## src/rtl/mem_stage.sv

```systemverilog
// MEM pipeline stage: data-bus loads/stores with lane alignment and extension,
// registered writeback toward WB, and an upstream stall while an access is outstanding.
module mem_stage #(
   parameter int unsigned DATA_W = 32,
   parameter int unsigned RF_AW  = 5
) (
   input  logic              clk,
   input  logic              rst_n,
   input  logic              ex_valid,
   input  logic              ex_reg_wen,
   input  logic [RF_AW-1:0]  ex_reg_waddr,
   input  logic [DATA_W-1:0] ex_alu_out,
   input  logic              ex_ill_instr,
   input  logic              ex_mem_rd,
   input  logic              ex_mem_wr,
   input  logic [1:0]        ex_mem_size,
   input  logic              ex_mem_unsigned,
   input  logic [DATA_W-1:0] ex_store_data,
   output logic              mem_stall,
   output logic              dbus_req,
   output logic              dbus_we,
   output logic [DATA_W-1:0] dbus_addr,
   output logic [DATA_W-1:0] dbus_wdata,
   output logic [3:0]        dbus_be,
   input  logic              dbus_ready,
   input  logic              dbus_rvalid,
   input  logic [DATA_W-1:0] dbus_rdata,
   output logic              mem_reg_wen,
   output logic [RF_AW-1:0]  mem_reg_waddr,
   output logic [DATA_W-1:0] mem_reg_wdata,
   output logic              mem_ill_instr,
   output logic              mem_misalign
);

   typedef enum logic [0:0] {StIdle, StWaitRd} state_e;

   state_e state_q, state_d;

   logic              wen_q, wen_d;
   logic [RF_AW-1:0]  waddr_q, waddr_d;
   logic [DATA_W-1:0] wdata_q, wdata_d;
   logic              ill_q, ill_d;
   logic              mis_q, mis_d;

   logic [1:0]        addr_lo;
   logic              is_byte, is_half, is_word;
   logic              misal, ls_op, mem_op;
   logic [DATA_W-1:0] lane;
   logic [DATA_W-1:0] load_data;

   assign addr_lo = ex_alu_out[1:0];
   assign is_byte = (ex_mem_size == 2'b00);
   assign is_half = (ex_mem_size == 2'b01);
   // Size 2'b11 falls into the word case.
   assign is_word = ex_mem_size[1];
   assign misal   = (is_half & addr_lo[0]) | (is_word & (addr_lo != 2'b00));
   assign ls_op   = ex_valid & (ex_mem_rd | ex_mem_wr);
   assign mem_op  = ls_op & ~ex_ill_instr & ~misal;

   assign dbus_we   = ex_mem_wr;
   assign dbus_addr = {ex_alu_out[DATA_W-1:2], 2'b00};

   always_comb begin
      dbus_be    = 4'b1111;
      dbus_wdata = ex_store_data;
      if (is_byte) begin
         dbus_be    = 4'b0001 << addr_lo;
         dbus_wdata = {4{ex_store_data[7:0]}};
      end else if (is_half) begin
         dbus_be    = 4'b0011 << {addr_lo[1], 1'b0};
         dbus_wdata = {2{ex_store_data[15:0]}};
      end
   end

   assign lane = dbus_rdata >> {addr_lo, 3'b000};

   always_comb begin
      load_data = lane;
      if (is_byte) begin
         load_data = {{24{~ex_mem_unsigned & lane[7]}}, lane[7:0]};
      end else if (is_half) begin
         load_data = {{16{~ex_mem_unsigned & lane[15]}}, lane[15:0]};
      end
   end

   always_comb begin
      state_d   = state_q;
      dbus_req  = 1'b0;
      mem_stall = 1'b0;
      case (state_q)
         StIdle: begin
            dbus_req = mem_op;
            // Loads always stall here; stores only until the bus accepts them.
            mem_stall = mem_op & (ex_mem_rd | ~dbus_ready);
            if (mem_op & ex_mem_rd & dbus_ready) begin
               state_d = StWaitRd;
            end
         end
         StWaitRd: begin
            mem_stall = ~dbus_rvalid;
            if (dbus_rvalid) begin
               state_d = StIdle;
            end
         end
         default: state_d = StIdle;
      endcase
   end

   always_comb begin
      wen_d   = 1'b0;
      waddr_d = waddr_q;
      wdata_d = wdata_q;
      ill_d   = 1'b0;
      mis_d   = 1'b0;
      if (mem_stall) begin
         // Bubble: defaults already clear the valid-type flags.
      end else if (state_q == StWaitRd) begin
         wen_d   = ex_reg_wen;
         waddr_d = ex_reg_waddr;
         wdata_d = load_data;
      end else if (ex_valid & ex_ill_instr) begin
         ill_d = 1'b1;
      end else if (ls_op & misal) begin
         mis_d = 1'b1;
      end else if (!mem_op) begin
         wen_d   = ex_valid & ex_reg_wen;
         waddr_d = ex_reg_waddr;
         wdata_d = ex_alu_out;
      end
   end

   always_ff @(posedge clk or negedge rst_n) begin
      if (!rst_n) begin
         state_q <= StIdle;
         wen_q   <= 1'b0;
         waddr_q <= '0;
         wdata_q <= '0;
         ill_q   <= 1'b0;
         mis_q   <= 1'b0;
      end else begin
         state_q <= state_d;
         wen_q   <= wen_d;
         waddr_q <= waddr_d;
         wdata_q <= wdata_d;
         ill_q   <= ill_d;
         mis_q   <= mis_d;
      end
   end

   assign mem_reg_wen   = wen_q;
   assign mem_reg_waddr = waddr_q;
   assign mem_reg_wdata = wdata_q;
   assign mem_ill_instr = ill_q;
   assign mem_misalign  = mis_q;

endmodule

```

## config.mk

```make
export PLATFORM = sky130hd
export DESIGN_NAME = mem_stage
export DESIGN_NICKNAME = d
export VERILOG_FILES = /design/src/rtl/mem_stage.sv
export SDC_FILE = /design/constraint.sdc
export NUM_CORES = 1
export LEC_CHECK = 0
export BUFFER_PORTS_ARGS = -buffer_cell sky130_fd_sc_hd__buf_2
export CORE_AREA = 2 2 89 91
export DETAILED_ROUTE_END_ITERATION = 8
export DIE_AREA = 0 0 91 93
export PLACE_DENSITY = 0.82
export SETUP_SLACK_MARGIN = 0.02
export SYNTH_ARGS = -nofsm -noshare
export SYNTH_HDL_FRONTEND = slang
export SYNTH_SLANG_ARGS = --single-unit
```

## constraint.sdc

```tcl
create_clock -name clk -period 3.71 [get_ports clk]
set_input_delay 0.1855 -clock clk [delete_from_list [all_inputs] [get_ports clk]]
set_output_delay 0.1855 -clock clk [all_outputs]
set_load 0.02 [all_outputs]
```

==> summary.md <==
| Metric | Value |
|---|---|
| DRC | 0 |
| Initial Util | 44.2% |
| Vias per cell | 5.26 |
| Syn avg cell area | 9.02 µm² |
| Sum of negative setup slack | 0 ns |
| IO Pins | 224 |
| Die footprint | 8460 µm² |
| Post-route clock period utilization | 62.5% |
| Ys flop type | dfrtp_1 |
| Synth Area in Simple Gates | 18.9% |
| Synth Register Bits | 41 |
| Number of library cell types mapped by synthesis | 43 |
| Clock transition at path regs | 0.08 ns |
| Asr flop ratio synth | 100% |
| Min-delay worst type | primary input to async pin |
| CTS Sinks | 41 |
| Critical Path AT | 2.13 ns |
| Die Height | 93 µm |
| Mapped Cells | 369 |
| WS Path Type | flop to output port |
| Root Driver | clkbuf_8 |
| Dpl hpwl | 8240 µm |
| Xor and xnor area share after synthesis | 0% |
| Max FO, Critical Path | 38 |
| Min cycle time layout | 2.32 ns |
| Clk Latency, worst-skew pair | 0.29 ns |
| Status | finished clean |
| Worst path cell trace | buf_4, nand2b_1, or3_1, o31ai_4, buf_2 |
| IO Port Bufs | 221 |
| Post-synth EDFFs | 0 |
| Rows | 32 |
| Core area | 7530 µm² |
| Relative slew margins | 38.5% |
| Vias in the first global route | 3237 |
| Hold Vio Cnt, Final | 0 |
| Initial antenna violation count | 0 |
| Slew @ Worst Pin | 0.923 ns |
| Mux cell area share after synthesis | 19.0% |
| Fill count | 708 |
| Post-CTS sizing | 0 |
| Design Power | 1.38 mW |
| Worst Skew | 0.00339 ns |
| Synth Warn # | 0 |
| Fin area | 4210 µm² |
| Commonest non-fill, non-tap cells in the layout | buf_2, nand2_1, mux2i_1 |
| Crit-path slowest cell | or3_1 |
| Startpoint types | flop |
| Final core utilization | 55.9% |
| Total grt overflow | 0 |
| Antenna cells | 0 |
| Worst hold slack | 0.0275 ns |
| Slew Limit Fails | 0 |
| Peak supply drop | 0.000146 V |
| GP Congestion | 0.838 |
| Post-Synth Adder-Cell Area | 0% |
| Critical Path End Type | output port |
| Final setup violation count | 0 |
| Routed len/inst | 16.5 µm |
| Largest net degree at the start of global routing | 42 |
| 1st-pass router iterations | 4 |
| Crit-path max cell delay | 0.43 ns |
| PwrDens | 328 nW/µm² |
| First-iteration detailed-routing DRC count | 199 |
| Compound-cell area share of the yosys netlist | 17.3% |
| Synthesized area | 3330 µm² |
| CTS Buffer Depth | 2 |
| Layout Nets | 649 |
| First-pass GRT wire length | 16100 µm |
| All-Layer GR Usage | 23.7% |
| Synthesis-to-layout area growth | 26.4% |
| Post-CTS Setup Repair Bufs | 0 |
| Total number of vias | 3361 |
| RSZ-0062 raised after global routing | false |
| Commonest non-fill, non-tap cell in the layout | buf_2 |
| Static Leak | 2.19 nW |
| Final wirelength | 10500 µm |
| Post-synthesis sequential area ratio | 30.8% |
| CTS tree | built |
| Max Fclk | 431 MHz |
| Max-cap viol count | 0 |
| CTS Buf Count | 5 |
| # H-tree levels | 2 |
| CP required | 3.52 ns |
| CTS Hold Bufs | 0 |
| Share of cells above drive strength 1 | 48.8% |
| Largest family of logic cells by synthesized area | multiplexers |
| ANT nets after route | 0 |
| Die X | 91 µm |
| Placed cell area | 4130 µm² |
-- cell type report --
type                    instances  area [µm²]  share of cell area, %
clock buffers                   8        80.1                   1.90
inverters                       2        7.51                  0.178
repair buffers                223        1120                   26.7
multi-input cells             263        1840                   43.8
flip-flops and latches         41        1030                   24.4
well taps                     102         128                   3.03
-- state kept, by name, indices dropped and copies added (netlist names) --
name / flops
mem_ill_instr: 1
mem_misalign: 1
mem_reg_waddr: 5
mem_reg_wdata: 32
mem_reg_wen: 1
state_q: 1
-- cell families (layout without fill, tap and decap cells) --
kind of cell | Yosys count | after routing
AOI/OAI and AO/OA | 64 | 64
buffers and inverters | 66 | 233
DFF | 41 | 41
muxes | 62 | 62
other | 1 | 2
and+or+nand+nor | 135 | 135
-- synth_stat cells, types with 2 or more instances --
master | n | area share [%]
buf_4 | 43 | 9.7
clkbuf_1 | 7 | 0.79
buf_2 | 9 | 1.4
nand2b_1 | 2 | 0.38
nor3_1 | 16 | 2.4
o2bb2ai_1 | 7 | 1.8
mux2_2 | 9 | 3.0
o21bai_1 | 2 | 0.45
o21ai_0 | 16 | 2.4
mux2i_1 | 53 | 16
dfrtp_1 | 41 | 31
nor2b_1 | 12 | 2.3
o221ai_1 | 8 | 2.1
a21oi_1 | 2 | 0.30
nand2_1 | 72 | 8.1
a21o_1 | 3 | 0.68
buf_6 | 4 | 1.4
a211oi_1 | 3 | 0.68
a211oi_2 | 13 | 4.9
nor2_1 | 24 | 2.7
-- stage by stage --
stage	instances	setup WS (ns)
final	639	1.39
after global routing	639	1.25
after CTS	639	1.38
after detailed placement	631	1.51
after global placement	631	1.63
after floorplan	370	2.16
-- where the power goes --
part	switching [mW]	internal, mW
Sequential	0.0306	0.502
Clock	0.151	0.134
Combinational	0.356	0.209
-- worst max-delay path, delay by kind of cell (launching register included) --
kind / cells / cell delay, ns
flops: 1 / 0.37
buf+inv: 2 / 0.46
compound gates: 1 / 0.29
simple gates: 2 / 0.71
-- worst paths after layout --
check                            startpoint                end  slack, ns  cells after the start
setup / recovery                    state_q          mem_stall       1.39                      5
hold / removal                        rst_n   mem_reg_wdata[2]       0.03                      1
setup reg to reg                    state_q  mem_reg_wdata[12]       1.45                      6
hold reg to reg            mem_reg_waddr[3]   mem_reg_waddr[3]       0.48                      2
max in group asynchronous             rst_n  mem_reg_wdata[10]       3.11                      1
min in group clk            ex_reg_waddr[2]   mem_reg_waddr[2]       0.08                      3
-- per-layer routing --
| layer | share of wire [%] | up-vias | routed length (µm) | global-route usage (%) |
|---|---|---|---|---|
| met5 | 0 | - | 0 | 0 |
| met3 | 6.2 | 18 | 656 | 4.35 |
| met1 | 42 | 1611 | 4420 | 30.9 |
| met2 | 50 | 142 | 5280 | 40.7 |
| li1 | - | 1590 | - | - |
| met4 | 1.7 | 0 | 183 | 5.93 |
Note: power is estimated with default switching activity, not from simulation.
